<file path="src/rtl/m_cache_refill_pkg.sv">
// Shared types and constants for the data-cache line-refill engine.
package m_cache_refill_pkg;

  localparam int unsigned DaddrWidth = 32;
  localparam int unsigned LineWords  = 4;
  localparam int unsigned WordWidth  = 32;
  localparam int unsigned LineWidth  = LineWords * WordWidth;

  typedef enum logic [1:0] {
    StIdle    = 2'd0,
    StFill    = 2'd1,
    StInstall = 2'd2
  } rf_state_e;

  // Line-aligned base of an arbitrary byte address (16-byte lines).
  function automatic logic [DaddrWidth-1:0] line_base(input logic [DaddrWidth-1:0] addr);
    return {addr[DaddrWidth-1:4], 4'b0000};
  endfunction

endpackage

</file>
<file path="src/rtl/m_line_assembler.sv">
// Four 32-bit word registers collecting a cache line beat by beat.
module m_line_assembler
  import m_cache_refill_pkg::*;
(
  input  logic                 clk_i,
  input  logic                 clr_i,
  input  logic                 we_i,
  input  logic [1:0]           idx_i,
  input  logic [WordWidth-1:0] wdata_i,
  output logic [LineWidth-1:0] line_o
);

  logic [WordWidth-1:0] word_q [LineWords];

  always_ff @(posedge clk_i) begin
    if (clr_i) begin
      for (int k = 0; k < LineWords; k++) begin
        word_q[k] <= '0;
      end
    end else if (we_i) begin
      word_q[idx_i] <= wdata_i;
    end
  end

  always_comb begin
    line_o = '0;
    for (int k = 0; k < LineWords; k++) begin
      line_o[k*WordWidth +: WordWidth] = word_q[k];
    end
  end

endmodule

</file>
<file path="src/rtl/m_cache_refill.sv">
// Read-miss line refill: fetches four words, assembles the line and installs it
// only when no cache write-through is in flight.
module m_cache_refill
  import m_cache_refill_pkg::*;
(
  input  logic                  i_clk,
  input  logic                  i_rst,
  input  logic                  i_miss,
  input  logic [DaddrWidth-1:0] i_miss_addr,
  output logic                  o_busy,
  output logic                  o_mem_req,
  output logic [DaddrWidth-1:0] o_mem_addr,
  input  logic                  i_mem_gnt,
  input  logic                  i_mem_rvalid,
  input  logic [WordWidth-1:0]  i_mem_rdata,
  input  logic                  i_wr_pending,
  output logic                  o_ie,
  output logic [DaddrWidth-1:0] o_iaddr,
  output logic [LineWidth-1:0]  o_idata,
  output logic                  o_done
);

  rf_state_e             state_q, state_d;
  logic [2:0]            req_cnt_q, req_cnt_d;
  logic [2:0]            rsp_cnt_q, rsp_cnt_d;
  logic [DaddrWidth-1:0] base_q, base_d;
  logic                  accept;
  logic                  beat_we;

  assign o_busy     = (state_q != StIdle);
  assign o_mem_req  = (state_q == StFill) && (req_cnt_q < 3'(LineWords));
  assign o_mem_addr = base_q + DaddrWidth'({req_cnt_q, 2'b00});
  // Install is gated only by state and the write-pending flag, never by memory inputs.
  assign o_ie       = (state_q == StInstall) && !i_wr_pending;
  assign o_done     = o_ie;
  assign o_iaddr    = base_q;

  always_comb begin
    state_d   = state_q;
    req_cnt_d = req_cnt_q;
    rsp_cnt_d = rsp_cnt_q;
    base_d    = base_q;
    accept    = 1'b0;
    beat_we   = 1'b0;
    unique case (state_q)
      StIdle: begin
        if (i_miss) begin
          accept    = 1'b1;
          base_d    = line_base(i_miss_addr);
          req_cnt_d = '0;
          rsp_cnt_d = '0;
          state_d   = StFill;
        end
      end
      StFill: begin
        if (o_mem_req && i_mem_gnt) begin
          req_cnt_d = req_cnt_q + 3'd1;
        end
        // Beats with nothing outstanding are dropped.
        if (i_mem_rvalid && (rsp_cnt_q < req_cnt_q)) begin
          beat_we   = 1'b1;
          rsp_cnt_d = rsp_cnt_q + 3'd1;
        end
        if (rsp_cnt_d == 3'(LineWords)) begin
          state_d = StInstall;
        end
      end
      StInstall: begin
        if (!i_wr_pending) begin
          state_d = StIdle;
        end
      end
      default: state_d = StIdle;
    endcase
  end

  always_ff @(posedge i_clk) begin
    if (i_rst) begin
      state_q   <= StIdle;
      req_cnt_q <= '0;
      rsp_cnt_q <= '0;
      base_q    <= '0;
    end else begin
      state_q   <= state_d;
      req_cnt_q <= req_cnt_d;
      rsp_cnt_q <= rsp_cnt_d;
      base_q    <= base_d;
    end
  end

  m_line_assembler u_line (
    .clk_i   (i_clk),
    .clr_i   (i_rst | accept),
    .we_i    (beat_we),
    .idx_i   (rsp_cnt_q[1:0]),
    .wdata_i (i_mem_rdata),
    .line_o  (o_idata)
  );

endmodule
</file>
<file path="config.mk">
export PLATFORM = sky130hd
export DESIGN_NAME = m_cache_refill
export DESIGN_NICKNAME = d
export VERILOG_FILES = /design/src/rtl/m_cache_refill_pkg.sv /design/src/rtl/m_line_assembler.sv /design/src/rtl/m_cache_refill.sv
export SDC_FILE = /design/constraint.sdc
export NUM_CORES = 1
export LEC_CHECK = 0
export BUFFER_PORTS_ARGS = -buffer_cell sky130_fd_sc_hd__buf_2
export CAP_MARGIN = 10
export CORE_AREA = 2 2 127 129
export DETAILED_ROUTE_END_ITERATION = 8
export DIE_AREA = 0 0 129 131
export GPL_TIMING_DRIVEN = 0
export PLACE_DENSITY_LB_ADDON = 0.15
export SETUP_SLACK_MARGIN = 0.15
export SLEW_MARGIN = 10
export SYNTH_ARGS = -nofsm -noshare
export SYNTH_HDL_FRONTEND = slang
export SYNTH_HIERARCHICAL = 1
export SYNTH_SLANG_ARGS = --single-unit
</file>
<file path="constraint.sdc">
create_clock -name i_clk -period 7.6 [get_ports i_clk]
set_clock_uncertainty 0.1 [all_clocks]
set_input_delay 0.38 -clock i_clk [delete_from_list [all_inputs] [get_ports i_clk]]
set_output_delay 0.38 -clock i_clk [all_outputs]
set_load 0.01 [all_outputs]
</file>
# Word level (Yosys, flattened, before mapping)
# Memories as Yosys holds them, arrays and structs flattened.
# Index checks and enable logic that the tools add are counted.
# word_totals
register_bits,36
latch_bits,0
mem_bits_rw,128
romBits,0
inputBits,70
mem_count,1
# op_classes
addsub,3
mul,0
n_div,0
order_cmp,2
n_eq_ne,7
n_shift,0
mux,22
bitwise,1
n_reduce_logical,13
# mem_list
name,words,width,rd,rd_ports_with_merged_regs,wr,line,rtl
u_line.word_q,4,32,4,0,4,m_line_assembler.sv:13,logic [WordWidth-1:0] word_q [LineWords];
# op_table
operator,count
adder 32 x 5 -> 32 bit,1
2-to-1 mux 32 bit,1
OR reduction 32 bit,1
2-to-1 mux 3 bit,4
case mux 3 bit (2 select lines),2
2-to-1 mux 1 bit,10
2-to-1 mux 2 bit,4
"adder 3 x 1 -> 3 bit, second input constant",2
case mux 2 bit (3 select lines),1
AND reduction 3 bit,2
logical AND 1 bit,4
"inequality test 2 x 1 -> 1 bit, second input constant",2
"inequality test 2 bit, second input constant",2
AND reduction 2 bit,2
nonzero test 2 bit,2
"== test 3 bit, second input constant",1
less-than comparator 3 bit,1
"less-than comparator 3 bit, second input constant",1
"== test 2 x 1 -> 1 bit, second input constant",1
"== test 2 bit, second input constant",1
zero test 2 bit,1
zero test 1 bit,1
bitwise OR 1 bit,1

# Logic depth before layout (Yosys ltp)
# Gate-level depths: netlist of the first run.
# depth
depth_word,9
mapped_depth,8

# Cells and area by module
# Netlist of the first run, hierarchy kept.
# by_module_without_submodules
module,n_inst,cells_per_inst,area_per_inst_um2,seq_area_each_um2
m_line_assembler,1,286,4849.7,3843.7
m_cache_refill,1,258,2021.9,720.7

# Least setup slack after synthesis of the first run
# OpenSTA, ideal clock, no wires.
# synth_timing
path_type,register to register
startpoint,register req_cnt_q[2]
endpoint,memory u_line.word_q[1][0] (enable)
setup_ps,428
arrival_time_ps,3027
slack_ps,4045
stages_incl_launch_ff,8
synth_period_minus_slack_ps,3555
path_cell_list,dfxtp_1 inv_1 ha_1 and2_1 a2111oi_4 buf_2 inv_1 o21bai_1
# synth_rtl
item,line,rtl
from (decl),m_cache_refill.sv:24,"logic [2:0] req_cnt_q, req_cnt_d;"
from (signal assigned),m_cache_refill.sv:85,req_cnt_q <= req_cnt_d;
to (decl),m_line_assembler.sv:13,

==> impl_metrics.xml, run 1 <==
<?xml version="1.0" encoding="UTF-8"?>
<metrics>
  <group name="timing">
    <metric name="min_period_over_period" unit="">0.387</metric>
    <metric name="min_period" unit="ns">2.94</metric>
    <metric name="finalSetupViolCount" unit="">0</metric>
    <metric name="setup_total_negative_slack" unit="ns">0</metric>
    <metric name="fmax" unit="MHz">340</metric>
    <metric name="slew_headroom" unit="">0.304</metric>
    <metric name="final-hold-violation-count" unit="">0</metric>
    <metric name="tightest_slew" unit="ns">1.04</metric>
    <metric name="final-max-slew-violation-count" unit="">0</metric>
    <metric name="rsz0062_at_grt" unit="">no</metric>
  </group>
  <group name="critical_path">
    <metric name="worstReg2RegStart" unit="">req_cnt_q[2]</metric>
    <metric name="worst-setup-path-type" unit="">flop to flop</metric>
    <metric name="internal_reg_to_reg_setup_slack" unit="ns">4.66</metric>
    <metric name="timing.critical_path.to_type" unit="">flop</metric>
    <metric name="worstRegToRegCells" unit="">6</metric>
    <metric name="crit_required" unit="ns">7.53</metric>
    <metric name="cp.arrival" unit="ns">2.87</metric>
    <metric name="reg2reg_to" unit="">u_line/word_q[3][10]</metric>
    <metric name="critPathMaxFanout" unit="">32</metric>
    <metric name="setup.worst_path.start_class" unit="">flop</metric>
  </group>
  <group name="min_path">
    <metric name="timing.hold.worst.start" unit="">i_miss_addr[10]</metric>
    <metric name="timing.hold.worst_endpoint" unit="">o_iaddr[10]</metric>
    <metric name="worst_hold_path_type" unit="">primary input to flop</metric>
    <metric name="worstHoldPathCells" unit="">3</metric>
  </group>
  <group name="cells_and_area">
    <metric name="final_nets" unit="">901</metric>
    <metric name="final_util" unit="">0.583</metric>
    <metric name="synthToLayoutAreaGrowth" unit="%">32.4</metric>
    <metric name="drive_above_1_share" unit="">0.385</metric>
    <metric name="mostFrequentLayoutCells" unit="">buf_2, edfxtp_1, and2_1</metric>
    <metric name="diodes" unit="">0</metric>
    <metric name="final_common_cell" unit="">buf_2</metric>
  </group>
  <group name="clocking">
    <metric name="clk_path_buf_depth" unit="">2</metric>
    <metric name="clkSinkCount" unit="">164</metric>
    <metric name="htreeDepth" unit="">4</metric>
    <metric name="clock_latency_on_the_worst_skew_pair" unit="ns">0.41</metric>
    <metric name="cts_inserted_buffers" unit="">17</metric>
    <metric name="post_cts_resized" unit="">0</metric>
    <metric name="worst_setup_hold_path_clk_slew" unit="ns">0.06</metric>
    <metric name="cts.repair_timing.setup_buffer_count" unit="">0</metric>
    <metric name="tritoncts_clock_tree" unit="">built</metric>
    <metric name="hold_buffers" unit="">0</metric>
    <metric name="clock_tree.root_cell" unit="">clkbuf_16</metric>
  </group>
  <group name="synthesis">
    <metric name="synth.ff_latch_count" unit="">164</metric>
    <metric name="post_synth_cell_types" unit="">43</metric>
    <metric name="yosys.area.top_type" unit="">edfxtp_1</metric>
    <metric name="ys_async_sr_fraction" unit="">0</metric>
    <metric name="syn-instance-count" unit="">544</metric>
    <metric name="number_of_enable_flip_flop_cells_after_synthesis" unit="">128</metric>
    <metric name="synth_top_flop_cell" unit="">edfxtp_1</metric>
    <metric name="synthesis.yosys.warnings" unit="">6</metric>
    <metric name="yosys-top-cells-area" unit="">edfxtp_1, and2_1, dfxtp_1, nand2_1, xnor2_1</metric>
    <metric name="seq_area_frac_synth" unit="">0.664</metric>
    <metric name="proportion_of_netlist_area_held_by_the_largest_area_contributor" unit="">0.559</metric>
    <metric name="mappedNetlistArea" unit="mm²">0.00687</metric>
    <metric name="synthesis.area_per_instance" unit="µm²">12.6</metric>
  </group>
  <group name="route">
    <metric name="wire_length_on_met2" unit="µm">8940</metric>
    <metric name="met1_length" unit="µm">6890</metric>
    <metric name="detail_route.first_pass.iterations" unit="">4</metric>
    <metric name="route.detailed.drc" unit="">0</metric>
    <metric name="top_layer_used" unit="">met4</metric>
    <metric name="routed_wl" unit="µm">17500</metric>
    <metric name="wl_per_cell" unit="µm">16.6</metric>
    <metric name="drtAntennaViolNets" unit="">0</metric>
    <metric name="detail_route.iter0.violations" unit="">238</metric>
    <metric name="met3_length" unit="µm">1360</metric>
    <metric name="via_per_inst" unit="">4.77</metric>
    <metric name="via_count" unit="">5023</metric>
  </group>
  <group name="global_routing">
    <metric name="grt_usage" unit="">0.205</metric>
    <metric name="grt_start_max_net_pins" unit="">33</metric>
    <metric name="number_of_antenna_violations_at_the_first_check_in_global_routing" unit="">0</metric>
    <metric name="via_count_of_the_first_global_routing_pass" unit="">4913</metric>
    <metric name="gr-total-overflow" unit="">0</metric>
    <metric name="grt_pass1_wl" unit="µm">26000</metric>
  </group>
  <group name="die">
    <metric name="core_region_area" unit="mm²">0.0156</metric>
    <metric name="floorplan.die.width" unit="µm">129</metric>
    <metric name="fp.dieH" unit="µm">131</metric>
    <metric name="start_util" unit="">0.441</metric>
    <metric name="fp-row-count" unit="">46</metric>
    <metric name="num_io_pins" unit="">266</metric>
    <metric name="fp.dieArea" unit="mm²">0.0169</metric>
  </group>
  <group name="place">
    <metric name="gp_congestion" unit="">0.826</metric>
    <metric name="place.port_buffers" unit="">254</metric>
    <metric name="place.detailed.hpwl" unit="µm">12600</metric>
  </group>
  <group name="flow_run">
    <metric name="timing.max_cap.violations" unit="">0</metric>
  </group>
  <group name="run_status">
    <metric name="outcome" unit="">complete, no violations</metric>
  </group>
  <group name="power">
    <metric name="leakagePower" unit="nW">4.22</metric>
    <metric name="vdd_drop_max" unit="mV">0.134</metric>
    <metric name="power.density_cell_area" unit="mW/mm²">226</metric>
  </group>
</metrics>
synthesized netlist by cell type (3+ instances only):
library cell	number
a21oi_1	33
xor2_1	7
nand2_1	68
nand2b_1	6
inv_1	8
ha_1	6
clkbuf_1	12
buf_2	9
nand3_1	13
and2_1	125
buf_6	4
xnor2_1	21
and3_1	3
buf_4	9
nor2_1	14
nand4_1	4
nor3_1	6
dfxtp_1	36
nand3b_1	4
edfxtp_1	128
worst max-delay path: stages (launching register included):
cell	delay, ns
dfxtp_1	0.36
inv_1	0.07
ha_1	0.30
and2_1	0.20
a2111oi_4	0.39
buf_2	0.26
a31o_2	0.86
through the flow:
stage / hold slack (ns) / instance area, µm² / std cells / setup WS [ns] / power, mW
floorplan: 0.368 / 6890 / 549 / 4.05 / 1.14
finish: 0.0966 / 9100 / 1054 / 4.66 / 2.06
detailed placement: 0.385 / 8520 / 1022 / 4.65 / 1.25
global placement: 0.358 / 8430 / 1019 / 2.67 / 1.24
CTS: 0.0782 / 9100 / 1054 / 4.64 / 2.08
global route: 0.0875 / 9100 / 1054 / 4.50 / 2.14
kinds of logic (layout without fill, tap and decap cells):
family          Yosys count  after routing  synth area share
compound gates           41             41            0.0355
xor+xnor                 28             28            0.0357
fa+ha+maj                 6              6            0.0109
buf+inv                  43            332            0.0344
flops                   164            164             0.664
mux                       1              1           0.00146
other cells               1              6          0.000546
simple gates            260            260             0.217
how the worst max path moves through the flow:
stage,slack [ns],from,to
after floorplan,4.05,req_cnt_q[2],u_line/word_q[1][0]
after global placement,2.67,req_cnt_q[2],u_line/word_q[1][19]
after detailed placement,4.65,req_cnt_q[2],u_line/word_q[3][19]
after CTS,4.64,req_cnt_q[2],u_line/word_q[3][12]
after global routing,4.50,req_cnt_q[2],u_line/word_q[3][10]
final,4.66,req_cnt_q[2],u_line/word_q[3][10]
metal layers:
layer / vias to the layer above / GRT usage
li1: 2412 / -
met1: 2376 / 0.238
met2: 213 / 0.359
met3: 22 / 0.0635
met4: 0 / 0.0780
met5: - / 0
cell type report:
| cell class | count | area [µm²] |
|---|---|---|
| Multi-Input combinational cell | 342 | 2110 |
| Inverter | 8 | 30.0 |
| Fill cell | 1337 | 6500 |
| Clock inverter | 9 | 90.1 |
| Tap cell | 216 | 270 |
| Timing Repair Buffer | 257 | 1330 |
| Clock buffer | 23 | 490 |
| Sequential cell | 164 | 4560 |
| Buffer | 35 | 206 |
power by group:
group          total [mW]  internal (mW)  switching (mW)
combinational       0.186         0.0731           0.112
clock               0.835          0.494           0.341
sequential           1.04           1.01          0.0245
flip-flops by register name, summed over array words and instances, names as in the netlist:
register / count
rsp_cnt_q: 3
o_iaddr: 28
req_cnt_q: 3
u_line/word_q: 128
state_q: 2
Power figures use the tool's default switching activity.
==> run 2: changes to the inputs <==
- CORE_AREA: 2 2 127 129 -> 2 2 128 130
- DIE_AREA: 0 0 129 131 -> 0 0 130 132
- clock period: 7.6 -> 2.58 ns (I/O delays scaled with it)
==> impl_metrics.xml, run 2 (synthesized netlist as in run 1, its figures left out) <==
<?xml version="1.0" encoding="UTF-8"?>
<metrics>
  <group name="run_status">
    <metric name="outcome" unit="">complete, no violations</metric>
  </group>
  <group name="critical_path">
    <metric name="timing.critical_path.to_type" unit="">flop</metric>
    <metric name="cp.arrival" unit="ns">2.40</metric>
    <metric name="worst-setup-path-type" unit="">flop to flop</metric>
    <metric name="setup.worst_path.start_class" unit="">flop</metric>
    <metric name="critPathMaxFanout" unit="">16</metric>
    <metric name="crit_required" unit="ns">2.57</metric>
  </group>
  <group name="timing">
    <metric name="final_critical_path_setup_slack" unit="ns">0.167</metric>
    <metric name="final-max-slew-violation-count" unit="">0</metric>
    <metric name="min_period_over_period" unit="">0.935</metric>
    <metric name="tightest_slew" unit="ns">0.522</metric>
    <metric name="final-hold-violation-count" unit="">0</metric>
    <metric name="min_period" unit="ns">2.41</metric>
    <metric name="hold-worst-slack" unit="ns">0.0375</metric>
    <metric name="slew_headroom" unit="">0.652</metric>
    <metric name="finalSetupViolCount" unit="">0</metric>
    <metric name="setup_total_negative_slack" unit="ns">0</metric>
    <metric name="rsz0062_at_grt" unit="">yes</metric>
    <metric name="fmax" unit="MHz">414</metric>
  </group>
  <group name="global_routing">
    <metric name="grt_pass1_wl" unit="µm">29100</metric>
    <metric name="globalRoute.busiestLayer" unit="">met2</metric>
    <metric name="grt_util_met2" unit="">0.385</metric>
    <metric name="grt_usage" unit="">0.224</metric>
    <metric name="number_of_antenna_violations_at_the_first_check_in_global_routing" unit="">0</metric>
    <metric name="grt_start_max_net_pins" unit="">33</metric>
    <metric name="met3_usage" unit="">0.0479</metric>
    <metric name="met1_layer_usage_reported_by_global_route" unit="">0.269</metric>
    <metric name="gr-total-overflow" unit="">0</metric>
    <metric name="via_count_of_the_first_global_routing_pass" unit="">5497</metric>
  </group>
  <group name="min_path">
    <metric name="worst_hold_path_type" unit="">primary input to flop</metric>
  </group>
  <group name="clocking">
    <metric name="htreeDepth" unit="">4</metric>
    <metric name="tritoncts_clock_tree" unit="">built</metric>
    <metric name="clock_latency_on_the_worst_skew_pair" unit="ns">0.42</metric>
    <metric name="worst_setup_hold_path_clk_slew" unit="ns">0.06</metric>
    <metric name="clkSinkCount" unit="">164</metric>
    <metric name="cts_inserted_buffers" unit="">17</metric>
    <metric name="clock_tree.root_cell" unit="">clkbuf_16</metric>
    <metric name="clk_path_buf_depth" unit="">2</metric>
  </group>
  <group name="die">
    <metric name="fp.dieArea" unit="mm²">0.0172</metric>
    <metric name="floorplan.die.width" unit="µm">130</metric>
    <metric name="fp.dieH" unit="µm">132</metric>
    <metric name="core_region_area" unit="mm²">0.0157</metric>
    <metric name="fp-row-count" unit="">46</metric>
    <metric name="num_io_pins" unit="">266</metric>
    <metric name="start_util" unit="">0.437</metric>
  </group>
  <group name="cells_and_area">
    <metric name="largest_reg_flops" unit="">128</metric>
    <metric name="synthToLayoutAreaGrowth" unit="%">50.6</metric>
    <metric name="largest_register" unit="">u_line/word_q</metric>
    <metric name="diodes" unit="">0</metric>
    <metric name="final_common_cell" unit="">buf_2</metric>
    <metric name="mostFrequentLayoutCells" unit="">buf_2, edfxtp_1, and2_1</metric>
    <metric name="final_nets" unit="">996</metric>
    <metric name="drive_above_1_share" unit="">0.436</metric>
  </group>
  <group name="power">
    <metric name="power.density_cell_area" unit="mW/mm²">606</metric>
    <metric name="leakagePower" unit="nW">4.74</metric>
    <metric name="vdd_drop_max" unit="mV">0.484</metric>
  </group>
  <group name="route">
    <metric name="wl_per_cell" unit="µm">17.5</metric>
    <metric name="drtAntennaViolNets" unit="">0</metric>
    <metric name="routed_wl" unit="µm">20100</metric>
    <metric name="detail_route.first_pass.iterations" unit="">7</metric>
    <metric name="via_count" unit="">5559</metric>
    <metric name="via_per_inst" unit="">4.84</metric>
    <metric name="detail_route.iter0.violations" unit="">303</metric>
    <metric name="route.detailed.drc" unit="">0</metric>
  </group>
  <group name="place">
    <metric name="place.detailed.hpwl" unit="µm">12800</metric>
    <metric name="place.port_buffers" unit="">254</metric>
    <metric name="gp_congestion" unit="">0.872</metric>
    <metric name="placement.setup.worst_slack" unit="ns">-0.386</metric>
  </group>
  <group name="flow_run">
    <metric name="timing.max_cap.violations" unit="">0</metric>
  </group>
</metrics>
run 2: cell count changes in the layout (fill, tap and decap cells not counted), moves of 8 or more:
cell / delta
dfxtp_2: +8
dfxtp_1: -13
buf_4: +21
and2_4: +24
dlygate4sd3_1: +66
and2_1: -24
run 2: per-layer routing:
metal | vias up | wire, µm | part of all wire
li1 | 2609 | - | -
met1 | 2652 | 8050 | 0.40
met2 | 264 | 10300 | 0.51
met3 | 34 | 1260 | 0.062
met4 | 0 | 484 | 0.024
met5 | - | 0 | 0
run 2: repair_timing:
action | in CTS | in global routing
resized for setup | 25 | 64
hold buffers | 66 | 0
setup endpoints to repair | 253 | 165
cloned | 2 | 7
endpoints found under the hold margin | 154 | 0
buffers inserted | 9 | 14
pin swaps | 9 | 27
run 2: worst max-delay path, stage by stage (launching register included):
cell       delay (ns)
dfxtp_2          0.36
inv_2            0.06
ha_4             0.22
and2_4           0.14
a2111oi_4        0.50
buf_2            0.23
buf_4            0.12
a31o_4           0.35
run 2: path summary, 6_finish.rpt:
path / start / end / slack [ns] / depth (start not counted)
worst min-delay path: i_miss / rsp_cnt_q[1] / 0.04 / 4
worst max register to register: req_cnt_q[1] / u_line/word_q[3][27] / 0.17 / 7
worst max-delay path: req_cnt_q[1] / u_line/word_q[3][27] / 0.17 / 7
worst min register to register: o_iaddr[31] / o_iaddr[31] / 0.38 / 2
run 2: metrics by stage:
step | utilization | instance area, µm² | std cells | total power, mW
after floorplan | - | 6920 | 549 | 3.36
after global placement | 0.539 | 8470 | 1019 | 3.65
after detailed placement | 0.539 | 8470 | 1019 | 3.66
after CTS | 0.631 | 9920 | 1128 | 6.30
after global routing | 0.658 | 10300 | 1149 | 6.48
final | 0.658 | 10300 | 1149 | 6.27
run 2: area by class of cell:
cell class,instances,area [µm²]
plain buffers,35,258
clock buffers,19,433
clock inverters,13,154
fillers,1199,5370
inverters,8,32.5
multi-input cells,346,2350
flip-flops and latches,164,4590
well taps,216,270
repair buffers,348,2260
run 2: where the power goes:
part           switching [mW]  leakage, nW  total, mW  internal, mW
clock                    1.01        0.285       2.53          1.52
sequential             0.0791         1.70       3.07          2.99
combinational           0.366         2.76      0.670         0.304
total                    1.46         4.74       6.27          4.81
==> run 3: changes to the inputs <==
==> constraint.sdc (replaced) <==
create_clock -name i_clk -period 2.58 [get_ports i_clk]
set_clock_uncertainty 0.1 [all_clocks]
set_input_delay 0 -clock i_clk [delete_from_list [all_inputs] [get_ports i_clk]]
set_output_delay 0 -clock i_clk [all_outputs]
set_load 0.01 [all_outputs]
==> impl_metrics.xml, run 3 (synthesized netlist as in run 1, its figures left out) <==
<?xml version="1.0" encoding="UTF-8"?>
<metrics>
  <group name="timing">
    <metric name="rsz0062_at_grt" unit="">yes</metric>
    <metric name="tightest_slew" unit="ns">0.537</metric>
    <metric name="final-hold-violation-count" unit="">0</metric>
    <metric name="slew_headroom" unit="">0.642</metric>
    <metric name="fmax" unit="MHz">415</metric>
    <metric name="finalSetupViolCount" unit="">0</metric>
    <metric name="setup_total_negative_slack" unit="ns">0</metric>
    <metric name="min_period_over_period" unit="">0.934</metric>
    <metric name="min_period" unit="ns">2.41</metric>
    <metric name="final-max-slew-violation-count" unit="">0</metric>
  </group>
  <group name="power">
    <metric name="switchingPower" unit="mW">1.45</metric>
    <metric name="seq_power_share" unit="">0.490</metric>
    <metric name="finalPower" unit="mW">6.26</metric>
    <metric name="cellInternalPower" unit="mW">4.81</metric>
    <metric name="switching_share" unit="">0.232</metric>
    <metric name="comb_power_share" unit="">0.106</metric>
    <metric name="power.density_cell_area" unit="mW/mm²">617</metric>
    <metric name="vdd_drop_max" unit="mV">0.480</metric>
    <metric name="clkPwrFrac" unit="">0.404</metric>
    <metric name="leakagePower" unit="nW">4.65</metric>
  </group>
  <group name="place">
    <metric name="place.detailed.hpwl" unit="µm">12800</metric>
    <metric name="gp_congestion" unit="">0.872</metric>
    <metric name="place.port_buffers" unit="">254</metric>
  </group>
  <group name="route">
    <metric name="routed_wl" unit="µm">19700</metric>
    <metric name="detail_route.iter0.violations" unit="">374</metric>
    <metric name="via_per_inst" unit="">4.81</metric>
    <metric name="detail_route.first_pass.iterations" unit="">5</metric>
    <metric name="via_count" unit="">5496</metric>
    <metric name="wl_per_cell" unit="µm">17.3</metric>
    <metric name="drtAntennaViolNets" unit="">0</metric>
    <metric name="route.detailed.drc" unit="">0</metric>
  </group>
  <group name="cells_and_area">
    <metric name="drive_above_1_share" unit="">0.397</metric>
    <metric name="final_nets" unit="">990</metric>
    <metric name="final_common_cell" unit="">buf_2</metric>
    <metric name="synthToLayoutAreaGrowth" unit="%">47.6</metric>
    <metric name="n_fill_cell" unit="">1230</metric>
    <metric name="largest_register" unit="">u_line/word_q</metric>
    <metric name="diodes" unit="">0</metric>
    <metric name="largest_reg_flops" unit="">128</metric>
    <metric name="mostFrequentLayoutCells" unit="">buf_2, edfxtp_1, and2_1</metric>
  </group>
  <group name="clocking">
    <metric name="tritoncts_clock_tree" unit="">built</metric>
    <metric name="clock_latency_on_the_worst_skew_pair" unit="ns">0.42</metric>
    <metric name="clk_path_buf_depth" unit="">2</metric>
    <metric name="htreeDepth" unit="">4</metric>
    <metric name="clkSinkCount" unit="">164</metric>
    <metric name="worst_setup_hold_path_clk_slew" unit="ns">0.06</metric>
    <metric name="cts_inserted_buffers" unit="">17</metric>
    <metric name="clock_tree.root_cell" unit="">clkbuf_16</metric>
  </group>
  <group name="global_routing">
    <metric name="grt_start_max_net_pins" unit="">33</metric>
    <metric name="met1_layer_usage_reported_by_global_route" unit="">0.267</metric>
    <metric name="grt_pass1_wl" unit="µm">29200</metric>
    <metric name="met3_usage" unit="">0.0499</metric>
    <metric name="gr-total-overflow" unit="">0</metric>
    <metric name="via_count_of_the_first_global_routing_pass" unit="">5518</metric>
    <metric name="grt_usage" unit="">0.224</metric>
    <metric name="number_of_antenna_violations_at_the_first_check_in_global_routing" unit="">0</metric>
    <metric name="grt_util_met2" unit="">0.387</metric>
    <metric name="globalRoute.busiestLayer" unit="">met2</metric>
  </group>
  <group name="critical_path">
    <metric name="cp.arrival" unit="ns">2.40</metric>
    <metric name="crit_required" unit="ns">2.57</metric>
    <metric name="worst-setup-path-type" unit="">flop to flop</metric>
    <metric name="setup.worst_path.start_class" unit="">flop</metric>
    <metric name="timing.critical_path.to_type" unit="">flop</metric>
    <metric name="critPathMaxFanout" unit="">16</metric>
  </group>
  <group name="die">
    <metric name="start_util" unit="">0.437</metric>
    <metric name="num_io_pins" unit="">266</metric>
    <metric name="core_region_area" unit="mm²">0.0157</metric>
    <metric name="fp.dieH" unit="µm">132</metric>
    <metric name="fp.dieArea" unit="mm²">0.0172</metric>
    <metric name="fp-row-count" unit="">46</metric>
    <metric name="floorplan.die.width" unit="µm">130</metric>
  </group>
  <group name="flow_run">
    <metric name="timing.max_cap.violations" unit="">0</metric>
  </group>
  <group name="run_status">
    <metric name="outcome" unit="">complete, no violations</metric>
  </group>
  <group name="min_path">
    <metric name="worst_hold_path_type" unit="">primary input to flop</metric>
  </group>
</metrics>
## run 3: cell types whose count changed in the layout (fill, tap and decap cells not counted), moves of 3 or more
cell,delta
buf_4,-5
dlygate4sd3_1,+3
dfxtp_4,-5
and2_1,+21
clkbuf_16,-3
dfxtp_1,+5
and2_4,-21
## run 3: power by group through the flow
stage | registers (mW) | clock network (mW) | logic [mW]
global route | 3.08 | 2.67 | 0.714
floorplan | 3.19 | 0 | 0.173
detailed placement | 3.13 | 0 | 0.538
finish | 3.07 | 2.53 | 0.661
CTS | 3.07 | 2.58 | 0.651
global placement | 3.12 | 0 | 0.534
## run 3: cell type report
cell class | count | area (µm²) | area share
sequential | 164 | 4570 | 0.451
multi-input combinational | 346 | 2260 | 0.223
timing repair buffer | 342 | 2160 | 0.213
clock buffer | 19 | 433 | 0.0427
tap | 216 | 270 | 0.0266
buffer | 35 | 254 | 0.0250
clock inverter | 13 | 154 | 0.0152
inverter | 8 | 32.5 | 0.00321
## run 3: worst max-delay path: stages (launching register included)
cell and delay (ns):
dfxtp_2 0.40, ha_4 0.22, and2_4 0.17, a2111oi_4 0.50, buf_2 0.23, buf_4 0.12
a31o_4 0.34
## run 3: metal layers
metal  wire length (µm)  share of wire  vias up
met3               1220          0.062       32
met2              10100           0.51      247
li1                   -              -     2600
met1               7930           0.40     2617
met5                  0              0        -
met4                462          0.023        0
## run 3: what timing repair did
action	in CTS	in global routing
setup endpoints to repair	246	163
hold endpoints to repair	161	0
buffers inserted	8	9
pin swaps	7	6
resized for setup	12	38
cloned	2	4
hold buffers	69	0
## run 3: path summary, 6_finish.rpt
path / startpoint / cells after the start / to / slack [ns]
setup / recovery: rsp_cnt_q[2] / 6 / u_line/word_q[3][31] / 0.17
hold reg to reg: o_iaddr[31] / 2 / o_iaddr[31] / 0.38
hold / removal: i_miss_addr[17] / 4 / o_iaddr[17] / 0.26
setup reg to reg: rsp_cnt_q[2] / 6 / u_line/word_q[3][31] / 0.17
## run 3: per-stage QoR
| step | worst slack [ns] | cell area (µm²) | util | hold WS (ns) | std cells |
|---|---|---|---|---|---|
| 2_1_floorplan | 0.114 | 6920 | - | -0.0458 | 549 |
| 3_3_place_gp | -0.331 | 8470 | 0.539 | 0.142 | 1019 |
| 3_5_place_dp | -0.386 | 8470 | 0.539 | 0.145 | 1019 |
| 4_1_cts | 0.0647 | 9910 | 0.631 | 0.234 | 1130 |
| 5_1_grt | 0.0612 | 10100 | 0.646 | 0.259 | 1143 |
| 6_report | 0.170 | 10100 | 0.646 | 0.261 | 1143 |
